## src/rtl/rgb_pwm_ctrl.sv

```systemverilog
// RGB LED pad controller: per-channel PWM with shadowed duty, static current codes, shared blink sequencer.
// Latency: register writes visible next cycle; rgb_pwm lags pwm_cnt by one clk, first high 2 clks after led_en.
// Backpressure: none; write port is a fire-and-forget strobe and outputs free-run.
module rgb_pwm_ctrl #(
    parameter int PWM_BITS   = 8,
    parameter int BLINK_BITS = 8
) (
    input  logic       clk,
    input  logic       rst,
    input  logic       led_en,
    input  logic       wr_en,
    input  logic [2:0] wr_addr,
    input  logic [7:0] wr_data,
    output logic [2:0] rgb_pwm,
    output logic [5:0] cbit_rgb0,
    output logic [5:0] cbit_rgb1,
    output logic [5:0] cbit_rgb2,
    output logic       blink_on
);

    typedef enum logic [1:0] {
        IDLE = 2'd0,
        ON   = 2'd1,
        OFF  = 2'd2
    } state_t;

    localparam logic [PWM_BITS-1:0] PWM_MAX = '1;

    state_t                state;
    logic [PWM_BITS-1:0]   duty     [3];
    logic [PWM_BITS-1:0]   duty_act [3];
    logic [BLINK_BITS-1:0] on_time;
    logic [BLINK_BITS-1:0] off_time;
    logic [PWM_BITS-1:0]   pwm_cnt;
    logic [BLINK_BITS-1:0] blink_cnt;
    logic [BLINK_BITS-1:0] blink_inc;
    logic                  boundary;

    assign boundary  = (pwm_cnt == PWM_MAX);
    assign blink_inc = blink_cnt + BLINK_BITS'(1);

    // Configuration registers; the cbit registers drive the pads directly.
    always_ff @(posedge clk) begin
        if (rst) begin
            duty      <= '{default: '0};
            on_time   <= '0;
            off_time  <= '0;
            cbit_rgb0 <= '0;
            cbit_rgb1 <= '0;
            cbit_rgb2 <= '0;
        end else if (wr_en) begin
            case (wr_addr)
                3'd0: duty[0]   <= PWM_BITS'(wr_data);
                3'd1: duty[1]   <= PWM_BITS'(wr_data);
                3'd2: duty[2]   <= PWM_BITS'(wr_data);
                3'd3: cbit_rgb0 <= wr_data[5:0];
                3'd4: cbit_rgb1 <= wr_data[5:0];
                3'd5: cbit_rgb2 <= wr_data[5:0];
                3'd6: on_time   <= BLINK_BITS'(wr_data);
                default: off_time <= BLINK_BITS'(wr_data);
            endcase
        end
    end

    always_ff @(posedge clk) begin
        if (rst) begin
            state     <= IDLE;
            pwm_cnt   <= '0;
            blink_cnt <= '0;
            duty_act  <= '{default: '0};
            rgb_pwm   <= '0;
            blink_on  <= 1'b0;
        end else if (!led_en) begin
            state     <= IDLE;
            pwm_cnt   <= '0;
            blink_cnt <= '0;
            rgb_pwm   <= '0;
            blink_on  <= 1'b0;
        end else begin
            case (state)
                ON, OFF: begin
                    pwm_cnt <= pwm_cnt + PWM_BITS'(1);
                    for (int i = 0; i < 3; i++) begin
                        rgb_pwm[i] <= (state == ON) && (pwm_cnt < duty_act[i]);
                    end
                    if (boundary) begin
                        // Duty writes landing on this same edge are seen at the next boundary.
                        duty_act <= duty;
                        if (state == ON) begin
                            if (blink_inc == on_time) begin
                                blink_cnt <= '0;
                                if (off_time != '0) begin
                                    state    <= OFF;
                                    blink_on <= 1'b0;
                                end
                            end else begin
                                blink_cnt <= blink_inc;
                            end
                        end else begin
                            if (blink_inc == off_time) begin
                                blink_cnt <= '0;
                                if (on_time != '0) begin
                                    state    <= ON;
                                    blink_on <= 1'b1;
                                end
                            end else begin
                                blink_cnt <= blink_inc;
                            end
                        end
                    end
                end
                default: begin
                    pwm_cnt   <= '0;
                    blink_cnt <= '0;
                    duty_act  <= duty;
                    rgb_pwm   <= '0;
                    if (on_time == '0) begin
                        state    <= OFF;
                        blink_on <= 1'b0;
                    end else begin
                        state    <= ON;
                        blink_on <= 1'b1;
                    end
                end
            endcase
        end
    end

endmodule
```

## config.mk

```make
export PLATFORM = sky130hd
export DESIGN_NAME = rgb_pwm_ctrl
export DESIGN_NICKNAME = d
export VERILOG_FILES = /design/src/rtl/rgb_pwm_ctrl.sv
export SDC_FILE = /design/constraint.sdc
export NUM_CORES = 1
export LEC_CHECK = 0
export CAP_MARGIN = 15
export CORE_MARGIN = 2
export CORE_UTILIZATION = 36
export DETAILED_ROUTE_END_ITERATION = 16
export PLACE_DENSITY_LB_ADDON = 0.12
export RECOVER_POWER = 100
export SLEW_MARGIN = 10
export SYNTH_ARGS = -nofsm -noshare
export SYNTH_HDL_FRONTEND = slang
export SYNTH_SLANG_ARGS = --single-unit
```

## constraint.sdc

```tcl
create_clock -name clk -period 2.6 [get_ports clk]
set_input_delay 0.26 -clock clk [delete_from_list [all_inputs] [get_ports clk]]
set_output_delay 0.26 -clock clk [all_outputs]
set_load 0.02 [all_outputs]
```

Yosys cells after proc, flatten, opt, wreduce, memory -nomap -nowiden --
Index checks and enable logic that the tools add are counted.
Word-level totals: flip-flop bits (word level) 104, latch bits 0, RAM bits 0, bits in read-only memories 0, word-level logic and storage cells 82, memories 0
Cells by class: $add $sub $neg 2, $mul 0, divide/modulo/power cells 0, magnitude comparators 3, equality and inequality tests 16, shift operators 0, muxes and demuxes 21, bitwise logic cells 3, reduce and logical (&&, ||, !) cells 21
Operators with widths (number):
- $mux W24 | 2
- $lt A8 B8 Y1 | 3
- $mux W8 | 3
- $reduce_and A2 Y1 | 9
- $add A8 B1 Y8 const B | 2
- $eq A8 B8 Y1 | 2
- $mux W2 | 8
- $reduce_bool A8 Y1 | 2
- $ne A3 B3 Y1 const B | 4
- $eq A3 B3 Y1 const B | 3
- $eq A8 B8 Y1 const B | 1
- $logic_not A8 Y1 | 1
- $mux W1 | 8
- $reduce_or A7 Y1 | 1
- $eq A3 B2 Y1 const B | 2
- $reduce_and A5 Y1 | 1
- $reduce_or A2 Y1 | 2
- $eq A3 B1 Y1 const B | 1
- $logic_and A1 B1 Y1 | 3
- $logic_not A3 Y1 | 1
- $not A1 Y1 | 3
- $reduce_or A3 Y1 | 1
- $eq A2 B1 Y1 const B | 1
- $eq A2 B2 Y1 const B | 1
- $ne A2 B2 Y1 const B | 1

Logic depth before layout (Yosys ltp) --
depth in word-level cells 6, gate-level depth with buffers 9, depth with buffers taken out 8

Least setup slack after synthesis --
OpenSTA, ideal clock, no wires.
path kind register -> register, from register blink_cnt[1], to register state[1], library setup time 0.119 ns, arrival 2.072 ns, data required time 2.481 ns, path slack 0.410 ns, cell stages (with the launch flop) 9, path buffers 0, clock period less this slack 2.190 ns, path through dfxtp_1 > ha_1 > xnor2_2 > xnor2_1 > or4_4 > nor4_4 > a31oi_1 > o21a_1 > o221a_1
Between the ends: word-level cells in the longest chain between the ends 4, elaborated cells between the ends (all ways) 6
RTL lines:
- from (decl) | line 35 | logic [BLINK_BITS-1:0] blink_cnt;
- from (signal assigned) | line 97 | blink_cnt <= blink_inc;
- from (signal assigned) | line 107 | blink_cnt <= blink_inc;
- $add A8 B1 Y8 (*) | line 40 | assign blink_inc = blink_cnt + BLINK_BITS'(1);
- $eq A8 B8 Y1, on equally long branches | line 90, 100
- $ne A3 B3 Y1 (no line)
- $reduce_and A5 Y1 (no line) (*)
- to (signal assigned) | line 67 | state <= IDLE;
- to (signal assigned) | line 93 | state <= OFF;
- to (signal assigned) | line 103 | state <= ON;
- to (decl) | line 29 | state_t state;
Every way passes the cells marked *; elsewhere a longest branch is shown, timed or not. A chain may end at the register's enable or synchronous reset.

Worst setup path in the final report --
from register blink_cnt[1], to register blink_cnt[1]
Between the ends: word-level cells in the longest chain between the ends 4, elaborated cells between the ends (all ways) 6
RTL lines:
- $add A8 B1 Y8 (*) | line 40
- $eq A8 B8 Y1, on equally long branches | line 100, 90
- $mux W8, on equally long branches | line 100, 90
- $mux W8 (*) | line 89 | if (state == ON) begin
Marked as above.

==> results.json <==
{
  "drv_slew": 0,
  "path_common_cell": "nand3_1",
  "initial_core_util": 0.3679,
  "drtAntennaViolNets": 0,
  "die_height_um": 120.3,
  "portBuffers": 36,
  "place.gp.congestion": 0.8519,
  "nNetsFinal": 642,
  "core_area_mm2": 0.01324,
  "fin_util": 0.4257,
  "period_share": 0.9343,
  "vdd_drop_max_uv": 262.1,
  "grt_max_degree": 83,
  "worstPathCellList": "ha_2 > nand3_1 > a311o_1 > a211oi_1 > and4b_1 > nand3_1 > nand4_1 > a21oi_1",
  "clk_pin_slew_ns": 0.07,
  "yosys_register_bits": 103,
  "cp-start-kind": "flop",
  "cts_max_path_buffers": 2,
  "insertedDiodeCount": 0,
  "startpoint": "blink_cnt[1]$_SDFFE_PP0P_",
  "yosysTopAreaCellShare": 0.4232,
  "grt_antenna_before_repair": 0,
  "first_pass_iters": 4,
  "syn-num-nets": 623,
  "hold_viol": 0,
  "placed_cell_area_mm2": 0.005354,
  "setup_viol": 0,
  "min_from": "rst",
  "cp.required_ns": 2.82,
  "grt_pass1_wl_um": 19310,
  "leakage_nw": 2.070,
  "cp_max_fo": 8,
  "synthTopCellsByArea": "dfxtp_1 42%, nand2_1 8.8%, mux2i_1 7.0%",
  "insertion_delay_ns": 0.36,
  "ios": 37,
  "fillCellCount": 1367,
  "tns_ns": 0,
  "max_freq_mhz": 411.6,
  "gr-usage-all-layers": 0.1697,
  "outcome": "completed",
  "syn_area_mm2": 0.004872,
  "avgViaCountPerCell": 4.899,
  "layout_common_cells": "114 x nand2_1, 103 x dfxtp_1, 60 x a21oi_1",
  "max_stage_delay_ns": 0.41,
  "power_mw": 3.260,
  "slowest_stage": "a311o_1",
  "clock_skew_ns": 0.008467,
  "r2r_start": "blink_cnt[1]$_SDFFE_PP0P_",
  "synthToLayoutAreaGrowth_pct": 15.72,
  "slew_headroom": 0.4292,
  "gr-total-overflow": 0,
  "layout_commonest_cell": "nand2_1",
  "synth_top_area_cell": "dfxtp_1",
  "die_area_mm2": 0.01448,
  "wl_um": 11510,
  "power_density_mw_per_mm2": 578.3,
  "syn_area_per_cell_um2": 8.357,
  "async_reset_ff_frac": 0,
  "maxCapViolations": 0,
  "worst_ep_arrival_time_ns": 2.64,
  "routedWlPerCell_um": 14.70,
  "first_iter_violations": 211,
  "grt_pass1_vias": 3750,
  "period_needed_ns": 2.429,
  "clockRootBuffer": "clkbuf_16",
  "worst-path-buf-inv": 0,
  "h-tree-depth": 3,
  "clkSinkCount": 103,
  "dp_hpwl_um": 7882,
  "ys_warn_count": 0,
  "critical-path-top-delay-family": "simple AND/OR/NAND/NOR gates",
  "num_vias": 3836,
  "num_rows": 42,
  "ys_types": 49,
  "drive_above_1_share": 0.04613,
  "crit_type": "flop to flop",
  "ys_seq_area_frac": 0.4232,
  "synth_edf_count": 0,
  "worst_slew_pin_slew_ns": 0.8562,
  "rsz0062_at_grt": "false",
  "ys.flop_type": "dfxtp_1",
  "fp.dieW_um": 120.3,
  "cts_made_buffers": 9,
  "synthCells": 583,
  "cts_tree": "done",
  "drc": 0,
  "hold_path.class": "input pin to flop",
  "final_area_mm2": 0.005638,
  "end_kind": "flop"
}
## through the flow
step	instances	setup slack, ns	hold WS [ns]
6_report	783	0.1707	0.2272
3_5_place_dp	766	0.1258	0.4408
5_1_grt	783	0.02859	0.2569
2_1_floorplan	583	0.4097	0.3960
3_3_place_gp	766	0.1718	0.4366
4_1_cts	782	0.1113	0.2132
## worst register-to-register path: cells and delay by family (launching register included)
kind / cells / cell delay (ns)
fa+ha+maj: 1 / 0.29
simple gates: 4 / 0.93
compound gates: 3 / 0.67
flops: 1 / 0.39
## final timing paths
| path | end | slack [ns] | depth (start not counted) |
|---|---|---|---|
| max | blink_cnt[1]$_SDFFE_PP0P_ | 0.17 | 8 |
| max reg2reg | blink_cnt[1]$_SDFFE_PP0P_ | 0.17 | 8 |
| min | state[1]$_SDFFE_PP0P_ | 0.23 | 3 |
| min reg2reg | duty_act[3]$_SDFFE_PP0P_ | 0.45 | 2 |
## synth_stat cells, types with 2 or more instances
cell	count
mux2i_1	34
nand2b_1	8
nand4_1	3
a31oi_1	4
nor3_1	6
clkbuf_1	31
nand3_1	13
o211ai_1	6
buf_2	3
nor4_1	4
a21o_1	15
nor3b_1	4
nor2b_1	4
or3_1	2
nor3_2	2
nand2_1	114
ha_1	25
or2_2	2
xor2_1	10
dfxtp_1	103
and3_1	5
xnor2_1	14
a21oi_1	60
and4b_1	2
o21a_1	2
nand4b_1	2
o21ai_0	2
a211o_1	4
and2_1	4
inv_1	26
nor2_1	51
## final cells by class
cell class / count / area, µm² / share of cell area
sequential: 103 / 2062 / 0.3657
timing repair buffer: 44 / 405.4 / 0.07190
clock buffer: 10 / 229.0 / 0.04061
multi-input combinational: 418 / 2555 / 0.4532
inverter: 26 / 97.59 / 0.01731
tap: 176 / 220.2 / 0.03906
clock inverter: 6 / 68.82 / 0.01221
## kinds of logic after synthesis
kind of cell	synth area share
AOI/OAI and AO/OA	0.1310
xor gates and xnor gates	0.04648
adders and majority gates	0.06420
buffers and inverters	0.05007
DFF	0.4232
muxes	0.06985
and+or+nand+nor	0.2152
## power by group
part           switching, mW  internal, mW
Sequential            0.0196          1.60
Combinational          0.155        0.0921
Clock                  0.634         0.756
Total                  0.809          2.45
## routing by layer
metal  wire [µm]  GRT usage  up-vias  share of wire
met1        5807     0.2347     1748           0.50
met4         203    0.06759        0          0.018
met2        5010     0.2614       78           0.44
li1            -          -     1999              -
met5           0          0        -              0
met3         487    0.03160       11          0.042
## registers in the layout (all words and copies together) (netlist names)
| name | flops |
|---|---|
| blink_cnt | 8 |
| off_time | 8 |
| on_time | 8 |
| pwm_cnt | 8 |
| rgb_pwm | 3 |
| cbit_rgb2 | 6 |
| state | 2 |
| duty | 24 |
| cbit_rgb0 | 6 |
| duty_act | 24 |
| cbit_rgb1 | 6 |
## timing repair
action / in CTS / in global routing
endpoints found under the hold margin: 0 / 0
hold buffers: 0 / 0
setup endpoints to repair: 0 / 8
resized for setup: 0 / 1
setup buffers: 0 / 1
Note: power is estimated with default switching activity, not from simulation.
